File: config.mk
export PLATFORM = sky130hd
export DESIGN_NAME = keypad_matrix_emulator
export DESIGN_NICKNAME = d
export VERILOG_FILES = /design/src/rtl/keypad_matrix_emulator.sv
export SDC_FILE = /design/constraint.sdc
export NUM_CORES = 1
export LEC_CHECK = 0
export ABC_AREA = 1
export CORE_ASPECT_RATIO = 0.7
export CORE_MARGIN = 2
export CORE_UTILIZATION = 30
export CTS_CLUSTER_DIAMETER = 80
export DETAILED_ROUTE_END_ITERATION = 10
export PLACE_DENSITY = 0.56
export SLEW_MARGIN = 20
export SYNTH_ARGS = -nofsm -noshare
export SYNTH_HDL_FRONTEND = slang
export SYNTH_SLANG_ARGS = --single-unit
File: constraint.sdc
create_clock -name clk -period 4.6 [get_ports clk]
set_input_delay 0.46 -clock clk [delete_from_list [all_inputs] [get_ports clk]]
set_output_delay 0.46 -clock clk [all_outputs]
set_load 0.005 [all_outputs]
File: src/rtl/keypad_matrix_emulator.sv
// Keypad matrix emulator: answers the scanner's one-hot column strobes with the
// row return of a commanded key, held for a programmable time then released.
module keypad_matrix_emulator #(
    parameter int unsigned HOLD_UNIT  = 25000,
    parameter int unsigned GAP_CYCLES = 50000,
    parameter int unsigned TIMEOUT    = 200000
) (
    input  logic       clk,
    input  logic       rst,
    input  logic       cmd_valid,
    output logic       cmd_ready,
    input  logic [3:0] cmd_key,
    input  logic [7:0] cmd_hold,
    input  logic [2:0] key_col,
    output logic [3:0] key_row,
    output logic       busy,
    output logic       done,
    output logic       err
);

    localparam int unsigned HOLD_MAX = 255 * HOLD_UNIT;
    localparam int unsigned W_HOLD   = $clog2(HOLD_MAX + 1);
    localparam int unsigned W_TO     = $clog2(TIMEOUT + 1);
    localparam int unsigned W_GAP    = $clog2(GAP_CYCLES + 1);
    localparam int unsigned W_A      = (W_HOLD > W_TO) ? W_HOLD : W_TO;
    localparam int unsigned W_B      = (W_A > W_GAP) ? W_A : W_GAP;
    localparam int unsigned CNT_W    = (W_B > 24) ? W_B : 24;

    typedef enum logic [1:0] {
        S_IDLE,
        S_ARM,
        S_PRESS,
        S_RELEASE
    } state_t;

    state_t             state_q, state_d;
    logic [CNT_W-1:0]   timer_q, timer_d;
    logic [CNT_W-1:0]   hold_t_q, hold_t_d;
    logic [2:0]         col_t_q, col_t_d;
    logic [3:0]         row_t_q, row_t_d;
    logic [3:0]         key_row_d;
    logic               cmd_ready_d, busy_d, done_d, err_d;

    logic [2:0]         dec_col;
    logic [3:0]         dec_row;
    logic               dec_ok;
    logic [7:0]         hold_units;
    logic [CNT_W-1:0]   hold_calc;
    logic               accept;
    logic               match;

    // Key code to (column, row) position in the 3x4 matrix
    always_comb begin
        dec_col = 3'b000;
        dec_row = 4'b0000;
        dec_ok  = 1'b1;
        case (cmd_key)
            4'd1:    begin dec_col = 3'b001; dec_row = 4'b0001; end
            4'd4:    begin dec_col = 3'b001; dec_row = 4'b0010; end
            4'd7:    begin dec_col = 3'b001; dec_row = 4'b0100; end
            4'd10:   begin dec_col = 3'b001; dec_row = 4'b1000; end
            4'd2:    begin dec_col = 3'b010; dec_row = 4'b0001; end
            4'd5:    begin dec_col = 3'b010; dec_row = 4'b0010; end
            4'd8:    begin dec_col = 3'b010; dec_row = 4'b0100; end
            4'd0:    begin dec_col = 3'b010; dec_row = 4'b1000; end
            4'd3:    begin dec_col = 3'b100; dec_row = 4'b0001; end
            4'd6:    begin dec_col = 3'b100; dec_row = 4'b0010; end
            4'd9:    begin dec_col = 3'b100; dec_row = 4'b0100; end
            4'd11:   begin dec_col = 3'b100; dec_row = 4'b1000; end
            default: dec_ok = 1'b0;
        endcase
    end

    assign hold_units = (cmd_hold == 8'd0) ? 8'd1 : cmd_hold;
    assign hold_calc  = CNT_W'(hold_units) * CNT_W'(HOLD_UNIT);
    assign accept     = cmd_valid && cmd_ready;
    // col_t is always one-hot once latched, so idle or multi-hot strobes never match
    assign match      = (key_col == col_t_q);

    // Next-state and next-output logic
    always_comb begin
        state_d   = state_q;
        timer_d   = timer_q;
        hold_t_d  = hold_t_q;
        col_t_d   = col_t_q;
        row_t_d   = row_t_q;
        key_row_d = 4'b0000;
        done_d    = 1'b0;
        err_d     = 1'b0;

        unique case (state_q)
            S_IDLE: begin
                if (accept) begin
                    if (dec_ok) begin
                        state_d  = S_ARM;
                        timer_d  = '0;
                        col_t_d  = dec_col;
                        row_t_d  = dec_row;
                        hold_t_d = hold_calc;
                    end else begin
                        err_d = 1'b1;
                    end
                end
            end
            S_ARM: begin
                if (match) begin
                    state_d   = S_PRESS;
                    key_row_d = row_t_q;
                    timer_d   = CNT_W'(1);
                end else if (timer_q == CNT_W'(TIMEOUT - 1)) begin
                    state_d = S_IDLE;
                    timer_d = '0;
                    err_d   = 1'b1;
                end else begin
                    timer_d = timer_q + CNT_W'(1);
                end
            end
            S_PRESS: begin
                if (timer_q == hold_t_q) begin
                    state_d = S_RELEASE;
                    timer_d = '0;
                end else begin
                    timer_d   = timer_q + CNT_W'(1);
                    key_row_d = match ? row_t_q : 4'b0000;
                end
            end
            S_RELEASE: begin
                if (timer_q == CNT_W'(GAP_CYCLES - 1)) begin
                    state_d = S_IDLE;
                    timer_d = '0;
                    done_d  = 1'b1;
                end else begin
                    timer_d = timer_q + CNT_W'(1);
                end
            end
        endcase

        cmd_ready_d = (state_d == S_IDLE);
        busy_d      = (state_d != S_IDLE);
    end

    // State and registered outputs
    always_ff @(posedge clk or posedge rst) begin
        if (rst) begin
            state_q   <= S_IDLE;
            timer_q   <= '0;
            hold_t_q  <= '0;
            col_t_q   <= 3'b000;
            row_t_q   <= 4'b0000;
            key_row   <= 4'b0000;
            cmd_ready <= 1'b1;
            busy      <= 1'b0;
            done      <= 1'b0;
            err       <= 1'b0;
        end else begin
            state_q   <= state_d;
            timer_q   <= timer_d;
            hold_t_q  <= hold_t_d;
            col_t_q   <= col_t_d;
            row_t_q   <= row_t_d;
            key_row   <= key_row_d;
            cmd_ready <= cmd_ready_d;
            busy      <= busy_d;
            done      <= done_d;
            err       <= err_d;
        end
    end

endmodule

Word-level counts from Yosys, hierarchy flattened
Cells that the tools add are included.

Bitwise gates (word level): 0. $mul: 1. Muxes and demuxes: 28. Reductions and logical operators: 16. Equality and inequality tests: 20. Divide/modulo/power cells: 0. Magnitude comparators: 0. Add/subtract/negate cells: 1. Shifts and indexed selects: 0.

Operator list (number): 24-bit two-way mux (6); 24-bit one-hot mux with 4 select lines (1); 24-bit by 1-bit adder with 24-bit output (second input constant) (1); 24-bit by 16-bit equality test with 1-bit output (second input constant) (1); 24-bit by 18-bit equality test with 1-bit output (second input constant) (1); 24-bit by 23-bit equality test with 1-bit output (1); 8-bit by 12-bit multiplier with 20-bit output (second input constant) (1); 4-bit by 3-bit equality test with 1-bit output (second input constant) (4); 4-bit equality test (second input constant) (4); 4-bit one-hot mux with 4 select lines (1); 2-bit two-way mux (6); 12-bit OR reduction (1); 3-bit OR reduction (4); 4-bit OR reduction (3); 3-bit one-hot mux with 3 select lines (1); 4-bit by 2-bit equality test with 1-bit output (second input constant) (2); 8-bit logical NOT (1); 4-bit two-way mux (2); 8-bit two-way mux (1); 2-bit one-hot mux with 4 select lines (1); 4-bit one-hot mux with 2 select lines (1); 1-bit two-way mux (7); 2-bit equality test (second input constant) (2); 4-bit by 1-bit equality test with 1-bit output (second input constant) (1); other kinds (10) (12).

Memories: 0. Flip-flop bits (word level): 61. Word-level logic and storage cells: 76. Bits in read-only memories: 0. Memory bits (writable): 0. Output and inout port bits: 8. Latch bits: 0. Input bits: 18.

Longest topological paths before layout
Gate-level depths: netlist of the first run.

Depth in word-level cells: 7. Depth in mapped cells: 23. Gate-level depth less buffers: 23.

Worst setup path before layout of the first run
No wires, ideal clock.

Kind: input to register. Start: in cmd_hold[4]. End: reg hold_t_q[14]. Data required time: 4.474 ns. Path slack: 0.776 ns. Arrival time: 3.698 ns. Setup time: 0.126 ns. Stages: 21. Cells stage by stage: inv_1 ha_1 nand4_1 inv_1 nor2_1 nand2_1 nand2_1 inv_1 ha_1 inv_1 fa_1 fa_1 inv_1 ha_1 nand3_1 nand3_1 nand3_1 nand2_1 or2_2 nand3_1 o21ai_0.

Longest elaborated chain between the ends: 3.

Ends and longest elaborated chain: from (decl) (RTL line 13) `input logic [7:0] cmd_hold,`; 8-bit logical NOT (RTL line 74) `assign hold_units = (cmd_hold == 8'd0) ? 8'd1 : cmd_hold;`; 8-bit two-way mux * (RTL line 74); 8-bit by 12-bit multiplier with 20-bit output * (RTL line 75) `assign hold_calc = CNT_W'(hold_units) * CNT_W'(HOLD_UNIT);`; to (signal assigned) (RTL line 158) `hold_t_q <= hold_t_d;`; to (decl) (RTL line 38) `logic [CNT_W-1:0] hold_t_q, hold_t_d;`.

Mark *: on every way between the ends. The rest lies on a longest branch, timed or not. A chain may end at the register's enable or synchronous reset.

Final worst setup path of the first run
Start: in cmd_hold[7]. End: reg hold_t_q[21].

Same word-level chain as after synthesis.

==> results of run 1 <==
==> area by class of cell <==
class / count / area, µm² / area share
Clock buffer: 9 / 225.2 / 0.03545
Clock inverter: 7 / 62.56 / 0.009846
Inverter: 112 / 420.4 / 0.06617
Multi-Input combinational cell: 602 / 3482 / 0.5481
Sequential cell: 61 / 1528 / 0.2404
Tap cell: 236 / 295.3 / 0.04647
Timing Repair Buffer: 37 / 340.3 / 0.05356
==> cell families (layout without fill, tap and decap cells) <==
kind of cell,Yosys count,in the layout
xor+xnor,24,24
fa+ha+maj,68,68
buf+inv,125,165
compound gates,79,79
flops,61,61
simple gates,431,431
==> metal layers <==
layer  vias up  global-route usage  part of all wire
li1       2603                   -                 -
met1      2306              0.2531              0.56
met2       108              0.2207              0.38
met3         9             0.02970             0.051
met4         0             0.02935            0.0073
met5         -                   0                 0
==> state kept, by name, summed over array words and instances (netlist names) <==
register / cells
busy: 1
cmd_ready: 1
col_t_q: 3
done: 1
err: 1
hold_t_q: 20
key_row: 4
row_t_q: 4
state_q: 2
timer_q: 24
==> where the power goes <==
| part | internal, mW | leakage [nW] | total (mW) | switching [mW] |
|---|---|---|---|---|
| logic | 0.201 | 2.41 | 0.514 | 0.313 |
| clock network | 0.376 | 0.139 | 0.660 | 0.283 |
| registers | 0.537 | 0.708 | 0.538 | 0.000298 |
| total | 1.11 | 3.26 | 1.71 | 0.597 |
==> stage by stage <==
stage / cell area, µm² / utilization / instances / total power [mW]
floorplan: 5508 / - / 788 / 0.9257
global placement: 6063 / 0.3367 / 1048 / 1.061
detailed placement: 6063 / 0.3367 / 1048 / 1.060
CTS: 6351 / 0.3527 / 1064 / 1.730
global route: 6354 / 0.3529 / 1064 / 1.837
finish: 6354 / 0.3529 / 1064 / 1.711
==> critical path: cells and delay by family <==
family	cells	cell delay, ps
buffers and inverters	5	800
AO/OA/AOI/OAI	3	440
AND/OR/NAND/NOR	7	860
adder cells (fa/ha/maj)	6	1920
==> what timing repair did <==
action                     in CTS  in global routing
hold buffers                    0                  0
setup endpoints to repair       0                  1
resized for setup               0                  1
==> cells in the mapped netlist (11+ instances only) <==
master   instances
nand2_1        213
inv_1          101
nor2_1          94
dfrtp_1         60
nand3_1         60
ha_1            56
o21ai_0         32
a21oi_1         18
xor2_1          17
nand4_1         15
o21ai_1         15
nor2_2          13
fa_1            12
inv_2           11
==> final timing paths <==
check	start	to
min	row_t_q[1]	row_t_q[1]
max	cmd_hold[7]	hold_t_q[21]
min in group asynchronous	rst	busy
min reg2reg	row_t_q[1]	row_t_q[1]
max reg2reg	timer_q[12]	timer_q[21]
max in group asynchronous	rst	hold_t_q[22]
==> flow_summary_export.csv, run 1 <==
group,metric,value,unit
place,place_ws,23.35,ps
cts,cts_root_buffer,"clkbuf_16",
synthesis,synthMuxAreaShare,0,
timing,grt_setup_unrepaired,"no",
min_path,hold_class,"reg -> reg",
critical_path,path_class,"in -> reg",
cts,clk_pin_slew,60,ps
global_route,antenna_found_initial,0,
cts,post_cts_buffers,0,
timing,setup_viol,0,
synthesis,ys_async_sr_fraction,1.000,
drt,wl,14620,µm
floorplan,core_area,18010,µm²
critical_path,crit_fanout,7,
power_and_ir_drop,cellPowerDensity,269.3,nW/µm²
drt,vias,5026,
layout,final_cell_mix,"nand2_1, inv_1, nor2_1",
power_and_ir_drop,p_leak,3.257,nW
critical_path,crit_arrival,4480,ps
floorplan,initial_utilization,0.3059,
cts,clk_latency,340,ps
cts,htreeDepth,3,
global_route,gr-total-overflow,0,
timing,relSlewSlack,0.4755,
synthesis,synth_xor_area_frac,0.03816,
place,place_hpwl,11750,µm
critical_path,reg2reg_setup_slack,2290,ps
timing,worst_slew_pin_slew,786.8,ps
timing,slew_violations,0,
cts,clk_path_buf_depth,2,
drt,ant_nets,0,
layout,syn_to_final_growth,15.36,%
timing,final-hold-violation-count,0,
synthesis,netlist.area_leader.share,0.2726,
layout,filler_cell_count,1939,
layout,nets,909,
floorplan,ios,26,
timing,skew,7.260,ps
synthesis,syn_nets,874,
drt,dr.pass1.iters,5,
floorplan,die_w,166.0,µm
synthesis,synthSimpleGateAreaFrac,0.3426,
min_path,holdPathStages,2,
critical_path,endpoint_kind,"flip-flop",
drt,drc,0,
synthesis,synth_cell_types,44,
critical_path,required,4820,ps
timing,fmax,234.6,MHz
cts,cts_buffers,9,
timing,setup_tns,0,ps
synthesis,syn_inst,788,
critical_path,cpMostUsedCell,"ha_1",
layout,drive_above_1_share,0.09058,
layout,final_common_cell,"nand2_1",
global_route,track_usage,0.1590,
global_route,grt_max_degree,62,
layout,diodes,0,
drt,viasPerCell,4.724,
critical_path,cpPeakStageDelay,520,ps
synthesis,synth_warnings,0,
synthesis,dominantRegCellSynth,"dfrtp_1",
critical_path,cp_slowest_cell,"fa_1",
critical_path,worst_r2r_path_depth,10,
place,gp_congestion,0.8969,
synthesis,ys_seq_elements,61,
synthesis,synth_compound_area_frac,0.08019,
synthesis,synthesis.area,5508,µm²
cts,cts_tree,"yes",
timing,layout_min_cycle_time,4263,ps
synthesis,yosys.area.top_type,"dfrtp_1",
synthesis,synth_fa_ha_area_frac,0.1708,
global_route,grt_pass1_vias,4859,
drt,drt_iter0_drc,319,
drt,wl_per_cell,13.74,µm
synthesis,avgSynthCellArea,6.990,µm²
critical_path,worstSetupStartpointType,"primary input",
synthesis,yosysSeqAreaShare,0.2774,
synthesis,synth_top_family_by_area,"simple AND/OR/NAND/NOR gates",
synthesis,synth_edf_count,0,
timing,setup_ws,337.1,ps
floorplan,fp-row-count,41,
power_and_ir_drop,peakVddDrop,0.0001537,V
floorplan,die-area,19480,µm²
timing,finalCritPeriodShare,0.9267,
global_route,grt_pass1_wl,25010,µm
cts,cts_sinks,61,
timing,whs,495.0,ps
critical_path,path_cells,"clkdlybuf4s50_1 > inv_1 > ha_1 > nand4_1 > inv_1 > nor2_1 > ha_1 > ha_1 > inv_1 > fa_1 > inv_1 > ha_1 > ha_1 > a21oi_1 > o21ai_0 > nand2_1 > nand3_1 > nand2_1 > nand3_1 > nand3_1 > o21ai_1",
status,outcome,"completed",
floorplan,chipHeight,117.4,µm
flow_run,maxCapViolCount,0,
synthesis,synthTopCellsByArea,"dfrtp_1, nand2_1, ha_1, inv_1, nor2_1",
place,port_buffers,25,
(Power assumes the default switching activity.)
==> inputs of run 2 (changes only) <==
CTS_BUF_LIST = sky130_fd_sc_hd__clkbuf_4 sky130_fd_sc_hd__clkbuf_8 sky130_fd_sc_hd__clkbuf_16   (was unset)
==> results of run 2 <==
No change in the layout: final DEF, timing and power equal those of run 1.
==> inputs of run 3 (changes only) <==
CORE_MARGIN = 5   (was 2)
SLEW_MARGIN = 10   (was 20)
==> flow_summary_export.csv, run 3 (synthesis results as in run 1) <==
group,metric,value,unit
power_and_ir_drop,p_clk_frac,0.386,
layout,final_common_cell,"nand2_1",
critical_path,cpPeakStageDelay,540,ps
critical_path,path_class,"in -> reg",
timing,relSlewSlack,0.4716,
floorplan,ios,26,
timing,finalCritPeriodShare,0.9302,
layout,syn_to_final_growth,15.45,%
global_route,grt_pass1_vias,4658,
floorplan,chipHeight,123.4,µm
layout,final_cell_mix,"nand2_1, inv_1, nor2_1",
power_and_ir_drop,p_sw,0.5868,mW
power_and_ir_drop,cellPowerDensity,267.3,nW/µm²
floorplan,fp-row-count,41,
cts,cts_tree,"yes",
drt,vias,5060,
global_route,gr-total-overflow,0,
power_and_ir_drop,p_leak,3.261,nW
global_route,track_usage,0.1458,
layout,largest_reg_flops,24,
layout,regMostFlops,"timer_q",
layout,seqCellArea,1528,µm²
cts,clk_path_buf_depth,2,
place,place_hpwl,11780,µm
critical_path,cp_slowest_cell,"fa_1",
timing,final-hold-violation-count,0,
timing,grt_setup_unrepaired,"no",
floorplan,initial_utilization,0.3059,
place,place_ws,-3.580,ps
critical_path,endpoint_kind,"flip-flop",
floorplan,die_w,172.0,µm
timing,slew_violations,0,
timing,setup_viol,0,
layout,diodes,0,
critical_path,worstSetupStartpointType,"primary input",
drt,drt_iter0_drc,353,
layout,top_regs,"timer_q: 24 flops, hold_t_q: 20 flops",
critical_path,rr_startpoint,"timer_q[0]",
cts,cts_sinks,61,
cts,clk_pin_slew,60,ps
drt,wl,14640,µm
timing,skew,11.33,ps
global_route,grt_max_degree,62,
power_and_ir_drop,pwr-share-seq,0.316,
floorplan,core_area,18010,µm²
floorplan,die-area,21210,µm²
global_route,antenna_found_initial,0,
critical_path,required,4810,ps
critical_path,path_cells,"clkdlybuf4s50_1 > inv_1 > ha_1 > nand4_1 > inv_1 > nor2_1 > nand2_1 > nand2_1 > inv_1 > ha_1 > inv_1 > fa_1 > fa_1 > inv_1 > ha_1 > nand3_1 > nand3_1 > nand3_1 > nand2_1 > or2_2 > nand3_1 > o21ai_0",
global_route,grt_pass1_wl,24410,µm
power_and_ir_drop,power.internal,1.113,mW
cts,cts-resized-gates,0,
drt,viasPerCell,4.751,
timing,setup_ws,321.2,ps
flow_run,maxCapViolCount,0,
status,outcome,"completed",
cts,htreeDepth,3,
layout,drive_above_1_share,0.09047,
cts,post_cts_buffers,0,
critical_path,critPathLaunch,"cmd_hold[7]",
place,gp_congestion,0.8573,
layout,nets,910,
cts,clk_latency,350,ps
cts,cts_buffers,9,
drt,dr.pass1.iters,5,
power_and_ir_drop,peakVddDrop,0.0001493,V
timing,worst_slew_pin_slew,792.7,ps
min_path,min_from,"row_t_q[1]",
power_and_ir_drop,p_comb_frac,0.298,
timing,fmax,233.7,MHz
layout,filler_cell_count,1940,
place,port_buffers,25,
power_and_ir_drop,switching_share,0.3453,
min_path,hold_class,"reg -> reg",
critical_path,crit_arrival,4490,ps
layout,multi_input_comb_area,3480,µm²
drt,ant_nets,0,
cts,ctsHoldBuffers,0,
cts,cts_root_buffer,"clkbuf_16",
drt,drc,0,
timing,layout_min_cycle_time,4279,ps
drt,wl_per_cell,13.75,µm
power_and_ir_drop,finalPower,1.699,mW
timing,setup_tns,0,ps
critical_path,crit_fanout,7,
critical_path,cpMostUsedCell,"inv_1",
-- run 3: stage by stage --
step	hold WS [ps]	utilization	std cells	instance area, µm²
floorplan	450.9	-	788	5508
global placement	480.6	0.3372	1049	6071
detailed placement	481.6	0.3372	1049	6071
CTS	497.4	0.3531	1065	6359
global route	537.2	0.3531	1065	6359
finish	505.0	0.3531	1065	6359
-- run 3: cell type report --
| cell class | count | area share |
|---|---|---|
| clock buffer | 9 | 0.03542 |
| sequential | 61 | 0.2403 |
| inverter | 112 | 0.06612 |
| timing repair buffer | 38 | 0.05470 |
| tap | 236 | 0.04644 |
| multi-input combinational | 602 | 0.5472 |
| clock inverter | 7 | 0.009839 |
-- run 3: power by group through the flow --
stage	Combinational (mW)	Clock (mW)	Sequential, mW
floorplan	0.378	0	0.547
global placement	0.511	0	0.547
detailed placement	0.507	0	0.547
CTS	0.511	0.671	0.538
global route	0.587	0.695	0.537
finish	0.507	0.655	0.538
-- run 3: metal layers --
metal / part of all wire / GRT usage / wire [µm] / vias to the layer above
met5: 0 / 0 / 0 / -
met4: 0.010 / 0.02896 / 152 / 0
met3: 0.070 / 0.04219 / 1026 / 16
met2: 0.38 / 0.1902 / 5506 / 164
met1: 0.54 / 0.2326 / 7957 / 2277
li1: - / - / - / 2603
-- run 3: worst paths after layout --
path	endpoint	slack [ps]	cells after the start
hold / removal	row_t_q[1]	510	2
max in group asynchronous	hold_t_q[5]	3420	3
setup / recovery	hold_t_q[14]	320	22
hold reg to reg	row_t_q[1]	510	2
setup reg to reg	timer_q[20]	2300	10
min in group asynchronous	state_q[0]	650	3
-- run 3: critical path: cells and delay by family --
kind / cells / cell delay [ps]
AOI/OAI and AO/OA: 1 / 80
and+or+nand+nor: 10 / 1250
buffers and inverters: 6 / 870
adders and majority gates: 5 / 1840
